**src/rtl/apb_cmd_master.sv**
```systemverilog
// rtl/apb_cmd_master.sv - APB4 requester: single-beat commands to SETUP/ACCESS transfers with wait-state timeout
module apb_cmd_master #(
    parameter int ADDR_WIDTH     = 10,
    parameter int TIMEOUT_CYCLES = 16
) (
    input  logic                  pclk,
    input  logic                  preset_n,
    input  logic                  cmd_valid,
    output logic                  cmd_ready,
    input  logic [ADDR_WIDTH-1:0] cmd_addr,
    input  logic                  cmd_write,
    input  logic [31:0]           cmd_wdata,
    input  logic [3:0]            cmd_strb,
    output logic                  rsp_valid,
    output logic [31:0]           rsp_rdata,
    output logic                  rsp_err,
    output logic                  rsp_timeout,
    output logic [ADDR_WIDTH-1:0] paddr,
    output logic                  psel,
    output logic                  penable,
    output logic                  pwrite,
    output logic [31:0]           pwdata,
    output logic [3:0]            pstrb,
    input  logic                  pready,
    input  logic [31:0]           prdata,
    input  logic                  pslverr
);

    localparam int CNT_W = (TIMEOUT_CYCLES == 0) ? 1 : $clog2(TIMEOUT_CYCLES + 1);
    localparam logic [CNT_W-1:0] LIMIT = CNT_W'((TIMEOUT_CYCLES == 0) ? 0 : TIMEOUT_CYCLES - 1);

    typedef enum logic [1:0] {
        IDLE   = 2'd0,
        SETUP  = 2'd1,
        ACCESS = 2'd2,
        RESP   = 2'd3
    } state_t;

    state_t           state;
    state_t           state_nxt;
    logic [CNT_W-1:0] wait_cnt;
    logic             timeout_hit;

    assign cmd_ready = (state == IDLE);

    // Abort on the TIMEOUT_CYCLES-th low-pready cycle; a same-cycle pready wins.
    assign timeout_hit = (TIMEOUT_CYCLES != 0) && !pready && (wait_cnt == LIMIT);

    always_ff @(posedge pclk or negedge preset_n) begin
        if (!preset_n) begin
            state <= IDLE;
        end else begin
            state <= state_nxt;
        end
    end

    always_comb begin
        state_nxt = state;
        case (state)
            IDLE:    if (cmd_valid) state_nxt = SETUP;
            SETUP:   state_nxt = ACCESS;
            ACCESS:  if (pready || timeout_hit) state_nxt = RESP;
            RESP:    state_nxt = IDLE;
            default: state_nxt = IDLE;
        endcase
    end

    always_ff @(posedge pclk or negedge preset_n) begin
        if (!preset_n) begin
            psel        <= 1'b0;
            penable     <= 1'b0;
            paddr       <= '0;
            pwrite      <= 1'b0;
            pwdata      <= '0;
            pstrb       <= '0;
            rsp_valid   <= 1'b0;
            rsp_rdata   <= '0;
            rsp_err     <= 1'b0;
            rsp_timeout <= 1'b0;
            wait_cnt    <= '0;
        end else begin
            rsp_valid <= 1'b0;
            case (state)
                IDLE: begin
                    if (cmd_valid) begin
                        psel     <= 1'b1;
                        paddr    <= cmd_addr;
                        pwrite   <= cmd_write;
                        pwdata   <= cmd_write ? cmd_wdata : 32'd0;
                        pstrb    <= cmd_write ? cmd_strb : 4'd0;
                        wait_cnt <= '0;
                    end
                end
                SETUP: begin
                    penable <= 1'b1;
                end
                ACCESS: begin
                    if (pready) begin
                        psel        <= 1'b0;
                        penable     <= 1'b0;
                        rsp_valid   <= 1'b1;
                        rsp_err     <= pslverr;
                        rsp_timeout <= 1'b0;
                        rsp_rdata   <= pwrite ? 32'd0 : prdata;
                    end else if (timeout_hit) begin
                        psel        <= 1'b0;
                        penable     <= 1'b0;
                        rsp_valid   <= 1'b1;
                        rsp_err     <= 1'b1;
                        rsp_timeout <= 1'b1;
                        rsp_rdata   <= 32'd0;
                    end else if (wait_cnt != {CNT_W{1'b1}}) begin
                        wait_cnt <= wait_cnt + 1'b1;
                    end
                end
                default: ;
            endcase
        end
    end

endmodule

```
**config.mk**
```make
export PLATFORM = sky130hd
export DESIGN_NAME = apb_cmd_master
export DESIGN_NICKNAME = d
export VERILOG_FILES = /design/src/rtl/apb_cmd_master.sv
export SDC_FILE = /design/constraint.sdc
export NUM_CORES = 1
export LEC_CHECK = 0
export CAP_MARGIN = 20
export CORE_UTILIZATION = 44
export CTS_CLUSTER_SIZE = 16
export DETAILED_ROUTE_END_ITERATION = 8
export PLACE_DENSITY_LB_ADDON = 0.08
export SLEW_MARGIN = 40
export SYNTH_ARGS = -nofsm -noshare
export SYNTH_HDL_FRONTEND = slang
export SYNTH_SLANG_ARGS = --single-unit
```
**constraint.sdc**
```tcl
create_clock -name pclk -period 6.15 [get_ports pclk]
set_clock_uncertainty 0.15 [all_clocks]
set_input_delay 1.845 -clock pclk [delete_from_list [all_inputs] [get_ports pclk]]
set_output_delay 1.845 -clock pclk [all_outputs]
set_load 0.02 [all_outputs]
```
==> results of run 1 <==
-- layout make-up --
class,instances,share of cell area
Tap cell,102,0.0229
Clock inverter,7,0.0177
Sequential cell,91,0.409
Clock buffer,9,0.0222
Timing Repair Buffer,172,0.307
Multi-Input combinational cell,216,0.216
Inverter,7,0.00472
-- cells by family (layout without fill, tap and decap cells) --
group / after synthesis / count (layout) / synth area share
AOI/OAI and AO/OA: 46 / 46 / 0.107
buffers and inverters: 28 / 195 / 0.0298
and+or+nand+nor: 159 / 159 / 0.190
DFF: 91 / 91 / 0.637
adders and majority gates: 7 / 7 / 0.0245
muxes: 4 / 4 / 0.0119
-- sequential cells by signal, summed over array words and instances, names as in the netlist --
signal and cells:
penable 1, rsp_timeout 1, wait_cnt 5, state 2
rsp_rdata 32, pwrite 1, paddr 10, psel 1
pwdata 32, pstrb 4, rsp_err 1, rsp_valid 1
-- layer usage --
metal  up-vias  track usage
met5         -            0
met4         0       0.0951
met3        13       0.0415
met2       100        0.366
met1      1491        0.313
li1       1459            -
-- through the flow --
step,cells,hold WS (ns),cell area [µm²]
detailed placement,588,0.305,5350
floorplan,335,0.350,3570
global route,604,0.352,5570
finish,604,0.321,5570
CTS,604,0.326,5570
global placement,588,0.299,5340
-- worst paths after layout --
kind	to	slack, ns	from
min in group asynchronous	pwdata[13]	1.25	preset_n
max in group asynchronous	paddr[1]	3.70	preset_n
worst max-delay path	cmd_ready	2.37	state[0]
worst min-delay path	pwdata[25]	0.32	pwdata[25]
worst min register to register	pwdata[25]	0.32	pwdata[25]
worst max register to register	wait_cnt[0]	3.74	wait_cnt[0]
-- power groups by stage --
stage	registers (µW)	clock network (µW)	logic [µW]
finish	1020	448	1420
global route	1060	483	1520
CTS	1020	462	1430
detailed placement	1030	0	1430
global placement	1020	0	1390
floorplan	1340	0	403
-- worst reg2reg max path, cell delays in order (launching register included) --
cell and delay, ns:
dfrtp_1 0.41, ha_1 0.21, and3_1 0.20, ha_1 0.24, or4b_4 0.51, a21oi_4 0.23
mux2_1 0.34
-- cell usage in the layout, fill, tap and decap left out, types with 2 or more instances in the layout --
cell type	instances
clkdlybuf4s50_1	167
nand2_1	109
dfrtp_1	91
nand3_1	37
a22o_1	32
clkbuf_8	9
inv_1	7
ha_1	7
buf_4	4
o21ai_0	3
a21oi_1	3
nor2b_1	2
nor4_1	2
a21boi_0	2
nand2b_1	2
a2bb2oi_1	2
mux2i_1	2
nor2_1	2
bufinv_16	2
inv_6	2
clkinv_2	2
==> impl_metrics.yaml, run 1 <==
worst_setup_path:
  cp_slowest_cell: "clkdlybuf4s50_1"
  critPathMaxFanout: 5
  path_cells: "inv_1 -> ha_1 -> clkdlybuf4s50_1"
  crit_family: "buffers and inverters"
  cp_num_cells: 3
  worstSetupStartpointType: "register"
  worstPathArrival_ns: 1.79
  cp-end-kind: "primary output"
  cpPeakStageDelay_ns: 0.64
  cp.required_ns: 4.16
  crit_buf_inv: 2
  rr_worst_depth: 6
  path_class: "reg2out"
yosys:
  ys_top_cells_by_count: "nand2_1, dfrtp_1, nand3_1, a22o_1, clkbuf_1"
  ys_seq_elements: 91
  synth_area_leaders: "dfrtp_1, nand2_1, a22o_1, nand3_1, ha_1"
  synth-seq-area-share: 0.637
  yosysTopAreaCellShare: 0.637
  syn-num-nets: 426
  ys.flop_type: "dfrtp_1"
  syn_inst: 335
  synth_edf_count: 0
  synth_top_area_cell: "dfrtp_1"
  synthMostInstantiatedCell: "nand2_1"
  synth.distinct_cells: 28
  yosys_warnings: 0
  async_flop_share: 1.00
  avgSynthCellArea_um2: 10.7
  syn_area_um2: 3570
sta:
  fmax_ghz: 0.264
  setup_tns_ns: 0
  setup_viol: 0
  fin_crit_ns: 3.78
  hold_viol: 0
  slew_viol_final: 0
  worst_slack_ns: 2.37
  maxSlewHeadroom: 0.523
  finalCritPeriodShare: 0.615
  worst_pin_slew_ns: 0.713
  rsz0062_at_grt: "false"
finish:
  drive_gt1_frac: 0.0538
  diodes: 0
  area_growth_pct: 55.9
  multi_input_area_um2: 1200
  final_core_util: 0.714
  fillerInstances: 621
  seqCellArea_um2: 2280
  layout.nets: 588
floorplanning:
  core-area_um2: 7810
  dieArea_um2: 8490
  num_rows: 32
  io_pins: 169
  die_w_um: 92.1
  initial_core_util: 0.458
  die_h_um: 92.1
cts:
  clk_latency_ns: 0.35
  cts_sinks: 91
  cts_setup_buffers: 0
  ctsHoldBuffers: 0
  tritoncts: "done"
  clockRootBuffer: "clkbuf_8"
  cts_resized: 0
  htree_num_levels: 3
  clkTransAtPathRegs_ns: 0.09
  ctsLongestPathBuffers: 2
  cts_made_buffers: 9
global_routing:
  grt-ovfl-total: 0
  groute.usage.overall: 0.231
  grt_max_degree: 64
  grt_pass1_vias: 3029
  antenna_found_initial: 0
  grt_pass1_wl_um: 15000
hold_path:
  whs_path_depth: 2
  hp-class: "reg2reg"
drt:
  vias: 3063
  wl_per_cell_um: 15.7
  final_antenna_net_count: 0
  dr.pass1.iters: 4
  met1_length_um: 4190
  wl_met3_um: 566
  initialDrtViolationCount: 171
  routed.top_layer: "met4"
  totalWireLength_um: 9510
  routed_via_density: 5.07
  drc: 0
  route.met2.wl_um: 4580
power_and_ir_drop:
  peakVddDrop_uv: 271
  p_switching_uw: 1100
  p_per_area_nw_per_um2: 518
  clkPwrFrac: 0.155
  seqPwrFrac: 0.353
  power.share.switching: 0.380
  power_frac_comb: 0.491
  power.leakage_uw: 0.00261
  total_power_uw: 2890
  internal-power_uw: 1790
placement:
  portBuffers: 168
  gp_congestion: 0.748
  dp_hpwl_um: 6570
  place_ws_ns: 2.33
run_status:
  status: "complete, no violations"
flow_run:
  drv_cap: 0
Note: power is estimated with default switching activity, not from simulation.
==> inputs of run 2 (changes only) <==
- CORE_UTILIZATION: 44 -> 37
- clock period: 6.15 -> 3.1 ns (I/O delays scaled with it)
==> impl_metrics.yaml, run 2 (synthesis results as in run 1) <==
run_status:
  status: "complete, no violations"
sta:
  fin_crit_ns: 2.83
  rsz0062_at_grt: "false"
  fmax_ghz: 0.354
  slew_viol_final: 0
  setup_viol: 0
  hold_viol: 0
  maxSlewHeadroom: 0.656
  worst_pin_slew_ns: 0.517
  setup_tns_ns: 0
  finalCritPeriodShare: 0.912
worst_setup_path:
  critPathMaxFanout: 5
  reg2reg_to: "wait_cnt[0]"
  cp_slowest_cell: "clkdlybuf4s50_1"
  cp.required_ns: 2.02
  rr_worst_depth: 6
  worstPathArrival_ns: 1.75
  worstSetupStartpointType: "register"
  r2r_start: "wait_cnt[0]"
  cpPeakStageDelay_ns: 0.64
  cp-end-kind: "primary output"
  path_cells: "inv_1 -> ha_1 -> clkdlybuf4s50_1"
  regToRegSetupSlack_ns: 0.68
  path_class: "reg2out"
cts:
  cts_setup_buffers: 0
  clk_latency_ns: 0.34
  htree_num_levels: 3
  cts_resized: 0
  cts_made_buffers: 9
  ctsLongestPathBuffers: 2
  ctsHoldBuffers: 0
  clkTransAtPathRegs_ns: 0.10
  clockRootBuffer: "clkbuf_8"
  tritoncts: "done"
  cts_sinks: 91
finish:
  fin_area_um2: 5630
  top_regs: "pwdata (32), rsp_rdata (32), paddr (10)"
  drive_gt1_frac: 0.0650
  layout_commonest_cell: "clkdlybuf4s50_1"
  mostFrequentLayoutCells: "clkdlybuf4s50_1, nand2_1, dfrtp_1, nand3_1, a22o_1"
  diodes: 0
  layout.nets: 594
  area_growth_pct: 57.5
drt:
  routed_via_density: 4.70
  totalWireLength_um: 9350
  dr.pass1.iters: 4
  wl_per_cell_um: 14.7
  final_antenna_net_count: 0
  initialDrtViolationCount: 121
  drc: 0
  vias: 2994
floorplanning:
  core-area_um2: 9280
  dieArea_um2: 10100
  io_pins: 169
  initial_core_util: 0.385
  die_h_um: 100
  die_w_um: 100
  num_rows: 35
placement:
  dp_hpwl_um: 6370
  portBuffers: 168
  placed_cell_area_um2: 5440
  gp_congestion: 0.773
global_routing:
  antenna_found_initial: 0
  grt_max_degree: 91
  grt-ovfl-total: 0
  groute.usage.overall: 0.189
  grt_pass1_wl_um: 14800
  grt_pass1_vias: 2858
power_and_ir_drop:
  p_per_area_nw_per_um2: 996
  power.leakage_uw: 0.00262
  peakVddDrop_uv: 537
hold_path:
  hp-class: "in2async"
flow_run:
  drv_cap: 0
## run 2: changes by cell type in the layout (fill, tap and decap cells not counted), sizes merged
cell	delta
buf	+6
clkbuf	+2
inv	-2
bufinv	-2
clkinvlp	+3
clkinv	-1
## run 2: worst max-delay path: cells and delay by family (launching register included)
family,cells,cell delay (ns)
buffers and inverters,2,0.75
flip-flops,1,0.40
adder cells (fa/ha/maj),1,0.26
## run 2: cell type report
cell class | instances | area, µm²
fillers | 825 | 3650
flip-flops and latches | 91 | 2280
repair buffers | 178 | 1780
multi-input cells | 216 | 1200
well taps | 129 | 161
clock inverters | 5 | 36.3
clock buffers | 11 | 151
inverters | 7 | 26.3
## run 2: worst max path at each step
| stage | from | end | slack [ns] |
|---|---|---|---|
| final | state[0] | cmd_ready | 0.27 |
| after global routing | state[0] | cmd_ready | 0.19 |
| after CTS | state[0] | cmd_ready | 0.24 |
| after detailed placement | pready | wait_cnt[0] | 0.35 |
| after global placement | pready | wait_cnt[0] | 0.36 |
| after floorplan | wait_cnt[0] | wait_cnt[0] | 0.81 |
## run 2: stage by stage
| step | setup slack (ns) | utilization | hold slack, ns | power [µW] | std cells |
|---|---|---|---|---|---|
| floorplan | 0.809 | - | 0.350 | 3450 | 335 |
| global placement | 0.362 | 0.586 | 0.299 | 4850 | 621 |
| detailed placement | 0.346 | 0.586 | 0.305 | 4900 | 621 |
| CTS | 0.239 | 0.606 | 0.177 | 5680 | 637 |
| global route | 0.194 | 0.606 | 0.177 | 5960 | 637 |
| finish | 0.273 | 0.606 | 0.198 | 5610 | 637 |
## run 2: layer usage
metal	wire, µm	part of all wire	GRT usage	vias up
met2	4350	0.46	0.290	95
met4	124	0.013	0.0713	0
met3	552	0.059	0.0390	10
li1	-	-	-	1466
met1	4330	0.46	0.265	1423
met5	0	0	0	-
## run 2: power breakdown
group	internal [µW]	switching, µW	total (µW)
Sequential	1720	282	2010
Clock	337	416	753
Combinational	1390	1460	2850
Total	3450	2160	5610
==> inputs of run 3 (changes only) <==
- PLACE_DENSITY: not set -> 0.77
- PLACE_DENSITY_LB_ADDON: 0.08 -> not set
- SETUP_SLACK_MARGIN: not set -> 0.1
==> impl_metrics.yaml, run 3 (synthesis results as in run 1) <==
sta:
  setup_tns_ns: 0
  slew_viol_final: 0
  setup_viol: 0
  hold_viol: 0
  fin_crit_ns: 2.83
  rsz0062_at_grt: "false"
  worst_slack_ns: 0.267
  maxSlewHeadroom: 0.634
  worst_pin_slew_ns: 0.548
  finalCritPeriodShare: 0.914
  fmax_ghz: 0.353
cts:
  clk_latency_ns: 0.34
  cts_setup_buffers: 0
  clockRootBuffer: "clkbuf_8"
  ctsLongestPathBuffers: 2
  cts_made_buffers: 9
  cts_resized: 0
  tritoncts: "done"
  htree_num_levels: 3
  ctsHoldBuffers: 0
  cts_sinks: 91
  clkTransAtPathRegs_ns: 0.09
global_routing:
  grt_pass1_vias: 3019
  met1_usage: 0.245
  use_met2: 0.314
  grt_most_used_layer: "met2"
  grt-ovfl-total: 0
  groute.usage.overall: 0.188
  antenna_found_initial: 0
  grt_pass1_wl_um: 14900
  met3_usage: 0.0446
  grt_max_degree: 54
placement:
  dp_hpwl_um: 6500
  place_ws_ns: 0.346
  portBuffers: 168
  dp_cells: 620
  gp_congestion: 0.763
run_status:
  status: "complete, no violations"
power_and_ir_drop:
  clkPwrFrac: 0.168
  internal-power_uw: 3650
  power.leakage_uw: 0.00265
  peakVddDrop_uv: 531
  seqPwrFrac: 0.346
  p_per_area_nw_per_um2: 1020
  power_frac_comb: 0.487
  power.share.switching: 0.373
  p_switching_uw: 2170
finish:
  final_cell_count_no_fill: 636
  drive_gt1_frac: 0.0631
  top_regs: "pwdata (32), rsp_rdata (32), paddr (10)"
  layout_commonest_cell: "clkdlybuf4s50_1"
  layout.nets: 593
  mostFrequentLayoutCells: "clkdlybuf4s50_1, nand2_1, dfrtp_1, nand3_1, a22o_1"
  diodes: 0
  fillerInstances: 790
  area_growth_pct: 58.9
worst_setup_path:
  crit_buf_inv: 2
  cp_slowest_cell: "clkdlybuf4s50_1"
  path_cells: "inv_1 -> ha_1 -> clkdlybuf4s50_1"
  path_class: "reg2out"
  worstPathArrival_ns: 1.75
  worstSetupStartpointType: "register"
  crit_family: "buffers and inverters"
  cp-end-kind: "primary output"
  critPathMaxFanout: 5
  cp.required_ns: 2.02
  cpPeakStageDelay_ns: 0.64
drt:
  dr.pass1.iters: 4
  initialDrtViolationCount: 106
  final_antenna_net_count: 0
  routed_via_density: 4.78
  drc: 0
  vias: 3038
  wl_per_cell_um: 14.5
  totalWireLength_um: 9200
floorplanning:
  core-area_um2: 9280
  die_w_um: 100
  initial_core_util: 0.385
  die_h_um: 100
  io_pins: 169
  dieArea_um2: 10100
  num_rows: 35
flow_run:
  drv_cap: 0
hold_path:
  hp-class: "reg2reg"
[run 3: cell types whose count changed in the layout (fill, tap and decap cells not counted)]
cell        previous run  this run
inv_6                  1         3
buf_4                  9         8
clkinvlp_4             3         0
bufinv_16              0         3
clkbuf_8              11         9
[run 3: worst paths after layout]
kind / from / to / slack [ns] / cells past startpoint
setup / recovery: state[0] / cmd_ready / 0.27 / 3
hold / removal: pwdata[21] / pwdata[21] / 0.32 / 2
setup reg to reg: wait_cnt[0] / wait_cnt[0] / 0.67 / 6
hold reg to reg: pwdata[21] / pwdata[21] / 0.32 / 2
max in group asynchronous: preset_n / rsp_rdata[12] / 1.75 / 2
min in group asynchronous: preset_n / pwdata[16] / 0.40 / 1
[run 3: stage by stage]
stage          cell area, µm²  hold slack, ns  power, µW   util
2_1_floorplan            3570           0.350       3450      -
3_3_place_gp             5440           0.299       4820  0.585
3_5_place_dp             5440           0.304       4900  0.585
4_1_cts                  5680           0.324       5890  0.612
5_1_grt                  5680           0.347       6190  0.612
6_report                 5680           0.317       5820  0.612
[run 3: power by group through the flow]
stage / registers [µW] / clock network [µW] / logic (µW)
after floorplan: 2650 / 0 / 799
after global placement: 2020 / 0 / 2790
after detailed placement: 2040 / 0 / 2860
after CTS: 2020 / 1010 / 2870
after global routing: 2080 / 1050 / 3050
final: 2010 / 975 / 2830
[run 3: final cells by class]
| type | count | area, µm² | area share |
|---|---|---|---|
| clock buffers | 9 | 124 | 0.0218 |
| clock inverters | 7 | 121 | 0.0214 |
| inverters | 7 | 26.3 | 0.00463 |
| multi-input cells | 216 | 1200 | 0.211 |
| flip-flops and latches | 91 | 2280 | 0.401 |
| well taps | 129 | 161 | 0.0284 |
| repair buffers | 177 | 1770 | 0.312 |
[run 3: tightest hold or removal path: stages, from the launching register on]
cell and delay [ns]:
dfrtp_1 0.35, nand2_1 0.05, nand2_1 0.05
[run 3: metal layers]
layer / up-vias / wire (µm)
li1: 1461 / -
met1: 1462 / 4100
met2: 106 / 4410
met5: - / 0
met3: 9 / 587
met4: 0 / 96
